$ cat src/rtl/pool_pkg.sv
// Shared types and helpers for the streaming pooling unit.
package pool_pkg;

  typedef enum logic [1:0] {
    POOL_MAX  = 2'b00,
    POOL_MEAN = 2'b01,
    POOL_MIN  = 2'b10,
    POOL_SUM  = 2'b11
  } pool_mode_e;

  typedef enum logic [1:0] {
    P_IDLE = 2'b00,
    P_ACC  = 2'b01,
    P_OUT  = 2'b10
  } pool_state_e;

  // Clamp v to the signed range of a w-bit value (w < 64).
  function automatic logic signed [63:0] saturate(input logic signed [63:0] v,
                                                  input int unsigned w);
    logic signed [63:0] hi;
    logic signed [63:0] lo;
    hi = (64'sd1 <<< (w - 1)) - 64'sd1;
    lo = -(64'sd1 <<< (w - 1));
    if (v > hi) begin
      return hi;
    end else if (v < lo) begin
      return lo;
    end
    return v;
  endfunction

endpackage

$ cat src/rtl/pooling_stream_if.sv
// Valid/ready stream carrying one packed vector of per-channel samples.
interface pooling_stream_if #(
  parameter int unsigned DW = 8
) ();

  logic          valid;
  logic          ready;
  logic [DW-1:0] data;

  modport master (output valid, output data, input ready);
  modport slave  (input valid, input data, output ready);

endinterface

$ cat src/rtl/pool_lane.sv
// One pooling channel: holds the window accumulator and produces the finalized result.
module pool_lane
  import pool_pkg::*;
#(
  parameter int unsigned W  = 20,
  parameter int unsigned CW = 2
) (
  input  logic         clk,
  input  logic         reset,
  input  logic         clear_i,
  input  logic         seed_i,
  input  logic         update_i,
  input  pool_mode_e   mode_i,
  input  logic [W-1:0] data_i,
  output logic [W-1:0] res_o
);

  localparam int unsigned AW = W + CW;

  logic signed [AW-1:0] sample;
  logic signed [AW-1:0] acc_q;
  logic signed [AW-1:0] acc_d;
  logic signed [63:0]   sum_sat;
  logic                 unused_sat;

  assign sample = {{CW{data_i[W-1]}}, data_i};

  always_comb begin
    acc_d = acc_q;
    if (seed_i) begin
      acc_d = sample;
    end else if (update_i) begin
      case (mode_i)
        POOL_MAX: if (sample > acc_q) acc_d = sample;
        POOL_MIN: if (sample < acc_q) acc_d = sample;
        default:  acc_d = acc_q + sample;
      endcase
    end
  end

  always_ff @(posedge clk) begin
    if (reset || clear_i) begin
      acc_q <= '0;
    end else begin
      acc_q <= acc_d;
    end
  end

  // Result reflects acc_d so the element accepted on the final edge is included.
  assign sum_sat    = saturate(64'(acc_d), W);
  assign unused_sat = ^sum_sat[63:W];

  always_comb begin
    res_o = acc_d[W-1:0];
    case (mode_i)
      POOL_MEAN: res_o = W'(acc_d >>> CW);
      POOL_SUM:  res_o = sum_sat[W-1:0];
      default:   res_o = acc_d[W-1:0];
    endcase
  end

endmodule

$ cat src/rtl/pooling_stream.sv
// Multi-channel streaming pooler: reduces WIN elements per channel to one result per window.
module pooling_stream
  import pool_pkg::*;
#(
  parameter int unsigned IL  = 8,
  parameter int unsigned FL  = 12,
  parameter int unsigned CH  = 4,
  parameter int unsigned WIN = 4
) (
  input  logic                  clk,
  input  logic                  reset,
  input  logic [1:0]            mode,
  input  logic                  clear,
  pooling_stream_if.slave       in_if,
  pooling_stream_if.master      out_if,
  output logic [1:0]            out_mode,
  output logic [1:0]            state
);

  localparam int unsigned W  = IL + FL;
  localparam int unsigned CW = $clog2(WIN);

  pool_state_e     state_q;
  pool_mode_e      mode_q;
  pool_mode_e      out_mode_q;
  logic            out_valid_q;
  logic [CH*W-1:0] out_data_q;
  logic [CW-1:0]   cnt_q;
  logic [CH*W-1:0] res;
  logic            in_ready;
  logic            accept;
  logic            seed;
  logic            update;

  assign in_ready = (state_q != P_OUT);
  assign accept   = in_if.valid & in_ready;
  // Clear wins over a same-cycle element, so lanes must not see it either.
  assign seed     = accept & ~clear & (state_q == P_IDLE);
  assign update   = accept & ~clear & (state_q == P_ACC);

  for (genvar c = 0; c < CH; c++) begin : g_lane
    pool_lane #(
      .W (W),
      .CW(CW)
    ) u_lane (
      .clk     (clk),
      .reset   (reset),
      .clear_i (clear),
      .seed_i  (seed),
      .update_i(update),
      .mode_i  (mode_q),
      .data_i  (in_if.data[c*W +: W]),
      .res_o   (res[c*W +: W])
    );
  end

  always_ff @(posedge clk) begin
    if (reset || clear) begin
      state_q     <= P_IDLE;
      out_valid_q <= 1'b0;
      cnt_q       <= '0;
      if (reset) begin
        mode_q     <= POOL_MAX;
        out_mode_q <= POOL_MAX;
        out_data_q <= '0;
      end
    end else begin
      unique case (state_q)
        P_IDLE: begin
          if (accept) begin
            mode_q  <= pool_mode_e'(mode);
            cnt_q   <= CW'(1);
            state_q <= P_ACC;
          end
        end
        P_ACC: begin
          if (accept) begin
            if (cnt_q == CW'(WIN - 1)) begin
              out_data_q  <= res;
              out_mode_q  <= mode_q;
              out_valid_q <= 1'b1;
              cnt_q       <= '0;
              state_q     <= P_OUT;
            end else begin
              cnt_q <= cnt_q + 1'b1;
            end
          end
        end
        P_OUT: begin
          if (out_if.ready) begin
            out_valid_q <= 1'b0;
            state_q     <= P_IDLE;
          end
        end
        default: state_q <= P_IDLE;
      endcase
    end
  end

  assign in_if.ready  = in_ready;
  assign out_if.valid = out_valid_q;
  assign out_if.data  = out_data_q;
  assign out_mode     = out_mode_q;
  assign state        = state_q;

endmodule

$ cat src/flat_wrapper.sv
// flat-port wrapper written by rule: the top's interface ports become plain ports
module pooling_stream_flat import pool_pkg::*;
#(
  parameter int unsigned IL  = 8,
  parameter int unsigned FL  = 12,
  parameter int unsigned CH  = 4,
  parameter int unsigned WIN = 4
)
  (clk, reset, mode, clear, out_mode, state, in_if_valid, in_if_data, in_if_ready, out_if_valid, out_if_data, out_if_ready);
  pooling_stream_if #(.DW(CH * (IL + FL))) in_if_i ();
  pooling_stream_if #(.DW(CH * (IL + FL))) out_if_i ();
  input  logic clk;
  input  logic reset;
  input  logic [1:0] mode;
  input  logic clear;
  output logic [1:0] out_mode;
  output logic [1:0] state;
  input wire logic [$bits(in_if_i.valid)-1:0] in_if_valid;
  input wire logic [$bits(in_if_i.data)-1:0] in_if_data;
  output wire logic [$bits(in_if_i.ready)-1:0] in_if_ready;
  output wire logic [$bits(out_if_i.valid)-1:0] out_if_valid;
  output wire logic [$bits(out_if_i.data)-1:0] out_if_data;
  input wire logic [$bits(out_if_i.ready)-1:0] out_if_ready;
  assign in_if_i.valid = in_if_valid;
  assign in_if_i.data = in_if_data;
  assign in_if_ready = in_if_i.ready;
  assign out_if_valid = out_if_i.valid;
  assign out_if_data = out_if_i.data;
  assign out_if_i.ready = out_if_ready;
  pooling_stream #(.IL(IL), .FL(FL), .CH(CH), .WIN(WIN)) u_core (.clk(clk), .reset(reset), .mode(mode), .clear(clear), .in_if(in_if_i), .out_if(out_if_i), .out_mode(out_mode), .state(state));
endmodule
$ cat config.mk
export PLATFORM = sky130hd
export DESIGN_NAME = pooling_stream_flat
export DESIGN_NICKNAME = d
export VERILOG_FILES = /design/src/rtl/pool_pkg.sv /design/src/rtl/pooling_stream_if.sv /design/src/rtl/pool_lane.sv /design/src/rtl/pooling_stream.sv /design/src/flat_wrapper.sv
export SDC_FILE = /design/constraint.sdc
export NUM_CORES = 1
export LEC_CHECK = 0
export BUFFER_PORTS_ARGS = -buffer_cell sky130_fd_sc_hd__buf_2
export CAP_MARGIN = 40
export CORE_ASPECT_RATIO = 0.8
export CORE_MARGIN = 3
export CORE_UTILIZATION = 44
export DETAILED_ROUTE_END_ITERATION = 12
export MAX_ROUTING_LAYER = met4
export PLACE_DENSITY = 0.73
export SLEW_MARGIN = 20
export SYNTH_ARGS = -nofsm -noshare
export SYNTH_HDL_FRONTEND = slang
export SYNTH_SLANG_ARGS = --single-unit
$ cat constraint.sdc
create_clock -name clk -period 4.3 [get_ports clk]
set_input_delay 0.43 -clock clk [delete_from_list [all_inputs] [get_ports clk]]
set_output_delay 0.43 -clock clk [all_outputs]
set_load 0.005 [all_outputs]
==> results by group <==
Global routing
  – Total GRT Usage: 32.4%
  – Vias in the first global route: 17.9k
  – Grt ovf: 0
  – Global-route wire length before repair: 103 mm
  – Initial antenna violation count: 7
  – Largest net degree at the start of global routing: 86

Worst hold path
  – Hold worst-path end: u_core.out_if.valid
  – Min-delay src: out_if_ready
  – Cell count of the worst hold path: 4
  – HP Class: in2reg

Clocking
  – Worst-path clk slew: 0.08 ns
  – Clock buffer count from CTS: 17
  – CTS HTree Levels: 4
  – Skew-Pair Late Insertion Delay: 0.48 ns
  – Sinks on the clock net: 177
  – Clock Tree Buf Depth: 2
  – Hold buffers post-CTS: 0
  – CTS root buf: clkbuf_16
  – CTS tree: built

Synthesis
  – Yosys synthesis warning count: 0
  – Syn_nets: 2,454
  – Distinct cells, synth: 101
  – Average size of a mapped cell: 7.88 um^2
  – Post-synth EDFFs: 84
  – Most used DFF post-synth: dfxtp_1
  – Sequential area share after synthesis: 25.4%
  – Cells after synthesis: 2,190
  – Post-Syn Area: 17,300 um^2
  – Seq cells post-synth: 177
  – Asr flop ratio synth: 0%

Detailed routing
  – Routed Antenna Nets: 0
  – Wire per inst: 22.9 um
  – Vias: 18.7k
  – Vias per cell: 6.37
  – DRC Markers: 0
  – Detailed Route Iter0 Violations: 2,065
  – DR pass1 iterations: 6
  – Final wirelength: 67.2 mm

STA
  – Worst slew pin tran: 0.791 ns
  – Final period util: 97.5%
  – Final hold viol count: 0
  – Setup Skew: 0.0177 ns
  – F_max: 239 MHz
  – Setup TNS: 0 ns
  – Hold slack: 0.243 ns
  – Post-layout min period: 4.19 ns
  – Slew HR: 47.1%
  – Max Transition Viols Final: 0
  – Final setup viols: 0
  – RSZ-0062 raised after global routing: yes

Setup path
  – Reg2Reg Depth: 13
  – CP max stage delay: 0.59 ns
  – Max Fanout on Critical Path: 7
  – R2r startpoint: u_core.g_lane[3].u_lane.acc_q[12]
  – Worst setup SP type: flip-flop
  – WP data arrival: 4.51 ns
  – Reg-to-reg slack, setup: 0.11 ns
  – Slowest CP cell: or4_4
  – Worst Setup Path Type: reg2reg
  – Setup crit start: u_core.g_lane[3].u_lane.acc_q[12]
  – Crit path cell chain: inv_1 > ha_1 > or4_4 > or2_0 > a2111oi_4 > o21ai_2 > a41o_1 > mux2_4 > a41o_4 > o21ai_2 > a21o_4 > inv_1 > o221ai_1
  – Worst Path Required: 4.62 ns
  – R2r endpoint: u_core.out_if.data[72]
  – Worst setup EP type: flip-flop

Floorplan
  – Core area: 38,400 um^2
  – I/O Pins: 173
  – # rows: 64
  – Die Ht: 183 um
  – Die area: 41,700 um^2
  – Die width: 227 um
  – Initial Util: 44.9%

Pwr
  – Max rail drop VDD: 207 uV
  – Pleak: 8.32 nW
  – PD cells: 255 nW/um^2

Finish
  – Fill count: 3,646
  – Layout area overhead: 16.5%
  – Layout Nets: 2,679
  – Fin util: 52.3%
  – Ratio of cells with drive above 1 in the final layout: 17.9%

Placement
  – Placer Congestion: 0.986
  – I/O Buffers: 172
  – DP Wirelength: 48.9 mm

Flow run
  – Max Cap Violations: 0

Status
  – Status: finished, final reports clean
[worst max-delay path: cells and delay by family (launching register included)]
family / cells / cell delay, ns
AO/OA/AOI/OAI: 7 / 1.90
adder cells (fa/ha/maj): 1 / 0.38
AND/OR/NAND/NOR: 2 / 0.86
multiplexers: 1 / 0.32
buffers and inverters: 2 / 0.19
flip-flops: 1 / 0.37
[stage by stage]
step                      area [um^2]  setup WS (ns)  std cells  power [mW]
after CTS                       20000        0.00426       2920        5.07
after floorplan                 17300          0.317       2190        2.86
after global placement          19400        -0.0717       2887        3.46
after detailed placement        19400         -0.124       2888        3.48
final                           20100          0.109       2929        5.13
after global routing            20100        -0.0326       2929        5.33
[repair_timing]
| action | in CTS | in global routing |
|---|---|---|
| resized for setup | 0 | 13 |
| buffers inserted | 0 | 0 |
| endpoints found under the setup margin | 0 | 29 |
[final cells by class]
cell class	instances	area (um^2)	share of cell area [%]
inverters	167	627	3.12
flip-flops and latches	177	4380	21.8
clock inverters	12	97.6	0.485
clock buffers	20	467	2.32
diodes	6	15.0	0.0746
repair buffers	333	2120	10.5
multi-input cells	1719	11800	58.6
well taps	495	619	3.08
[power by group]
group	switching [mW]	total (mW)	leakage (nW)	internal (mW)
registers	0.0453	1.88	1.63	1.84
clock network	0.821	1.62	0.278	0.800
logic	1.01	1.63	6.42	0.615
total	1.88	5.13	8.32	3.25
[cell families after synthesis]
logic type	after synthesis	share of synthesized area, %
AO/OA/AOI/OAI	723	28.9
adder cells (fa/ha/maj)	177	13.0
XOR/XNOR	62	3.15
buffers and inverters	294	6.86
multiplexers	34	2.09
AND/OR/NAND/NOR	723	20.6
flip-flops	177	25.4
[layout by cell type (no fill, tap or decap), types with 17 or more instances in the layout]
| master | synthesis | layout |
|---|---|---|
| nor3_1 | 45 | 45 |
| and3_1 | 37 | 37 |
| o22ai_1 | 57 | 57 |
| dfxtp_1 | 93 | 93 |
| buf_2 | 18 | 172 |
| a221oi_1 | 29 | 27 |
| a22oi_1 | 18 | 18 |
| o211ai_1 | 26 | 26 |
| nor4_1 | 17 | 17 |
| inv_1 | 165 | 165 |
| nand2_1 | 154 | 153 |
| xnor2_1 | 47 | 47 |
| o31ai_1 | 35 | 35 |
| a211oi_1 | 28 | 28 |
| nand4_1 | 25 | 25 |
| nand2b_1 | 23 | 23 |
| a221o_1 | 18 | 18 |
| a21oi_1 | 170 | 168 |
| buf_4 | 11 | 156 |
| clkbuf_16 | 0 | 17 |
| o21ai_0 | 113 | 112 |
| a31oi_1 | 25 | 25 |
| nand3_1 | 41 | 41 |
| mux2i_1 | 22 | 22 |
| and2_1 | 45 | 44 |
| edfxtp_1 | 84 | 84 |
| nor2b_1 | 44 | 44 |
| o221ai_1 | 18 | 18 |
| nor2_1 | 227 | 221 |
| ha_1 | 173 | 173 |
[synth_stat cells, drive strengths merged (8+ instances only)]
library cell / instances / area share (%)
a22oi: 18 / 0.78
a31oi: 27 / 1.1
and3: 37 / 1.3
a311oi: 10 / 0.61
nand2b: 23 / 0.83
o31ai: 35 / 1.5
mux2i: 23 / 1.4
o221ai: 18 / 0.91
a21oi: 172 / 5.1
nor4: 19 / 0.76
a221o: 22 / 1.3
xnor2: 47 / 2.4
a211oi: 28 / 1.2
and2: 45 / 1.6
o311a: 8 / 0.46
o22ai: 57 / 2.1
nand3: 41 / 1.2
or3: 9 / 0.33
nand2: 154 / 3.3
a211o: 12 / 0.62
o21a: 8 / 0.35
clkbuf: 86 / 1.9
mux2: 11 / 0.74
a21boi: 12 / 0.52
a21o: 18 / 0.79
a221oi: 29 / 1.5
o211ai: 26 / 1.1
ha: 173 / 13
o21bai: 16 / 0.70
edfxtp: 84 / 15
nor2b: 44 / 1.6
buf: 41 / 1.3
nor2: 231 / 5.1
nand4: 25 / 0.91
o21ai: 121 / 3.6
or2: 14 / 0.51
xor2: 15 / 0.76
inv: 165 / 3.6
nor3: 45 / 1.3
dfxtp: 93 / 11
nor3b: 11 / 0.51
[per-layer routing]
layer	share of wire (%)	global-route usage (%)	up-vias
met3	11	7.35	159
li1	-	-	8560
met4	3.2	11.1	0
met5	0	-	-
met2	44	48.7	1088
met1	42	42.9	8864
[sequential cells by signal, summed over array words and instances (netlist names)]
name and flops:
u_core.out_mode 2, u_core.g_lane.u_lane.acc_q 88, u_core.mode_q 2, u_core.out_if.data 80, u_core.out_if.valid 1, u_core.cnt_q 2, u_core.state 2
[worst max path at each step]
stage / to / slack (ns)
CTS: u_core.out_if.data[72] / 0.004
floorplan: u_core.out_if.data[0] / 0.32
detailed placement: u_core.out_if.data[72] / -0.12
global placement: u_core.out_if.data[72] / -0.07
global route: u_core.out_if.data[72] / -0.03
finish: u_core.out_if.data[72] / 0.11
(Power assumes the default switching activity.)
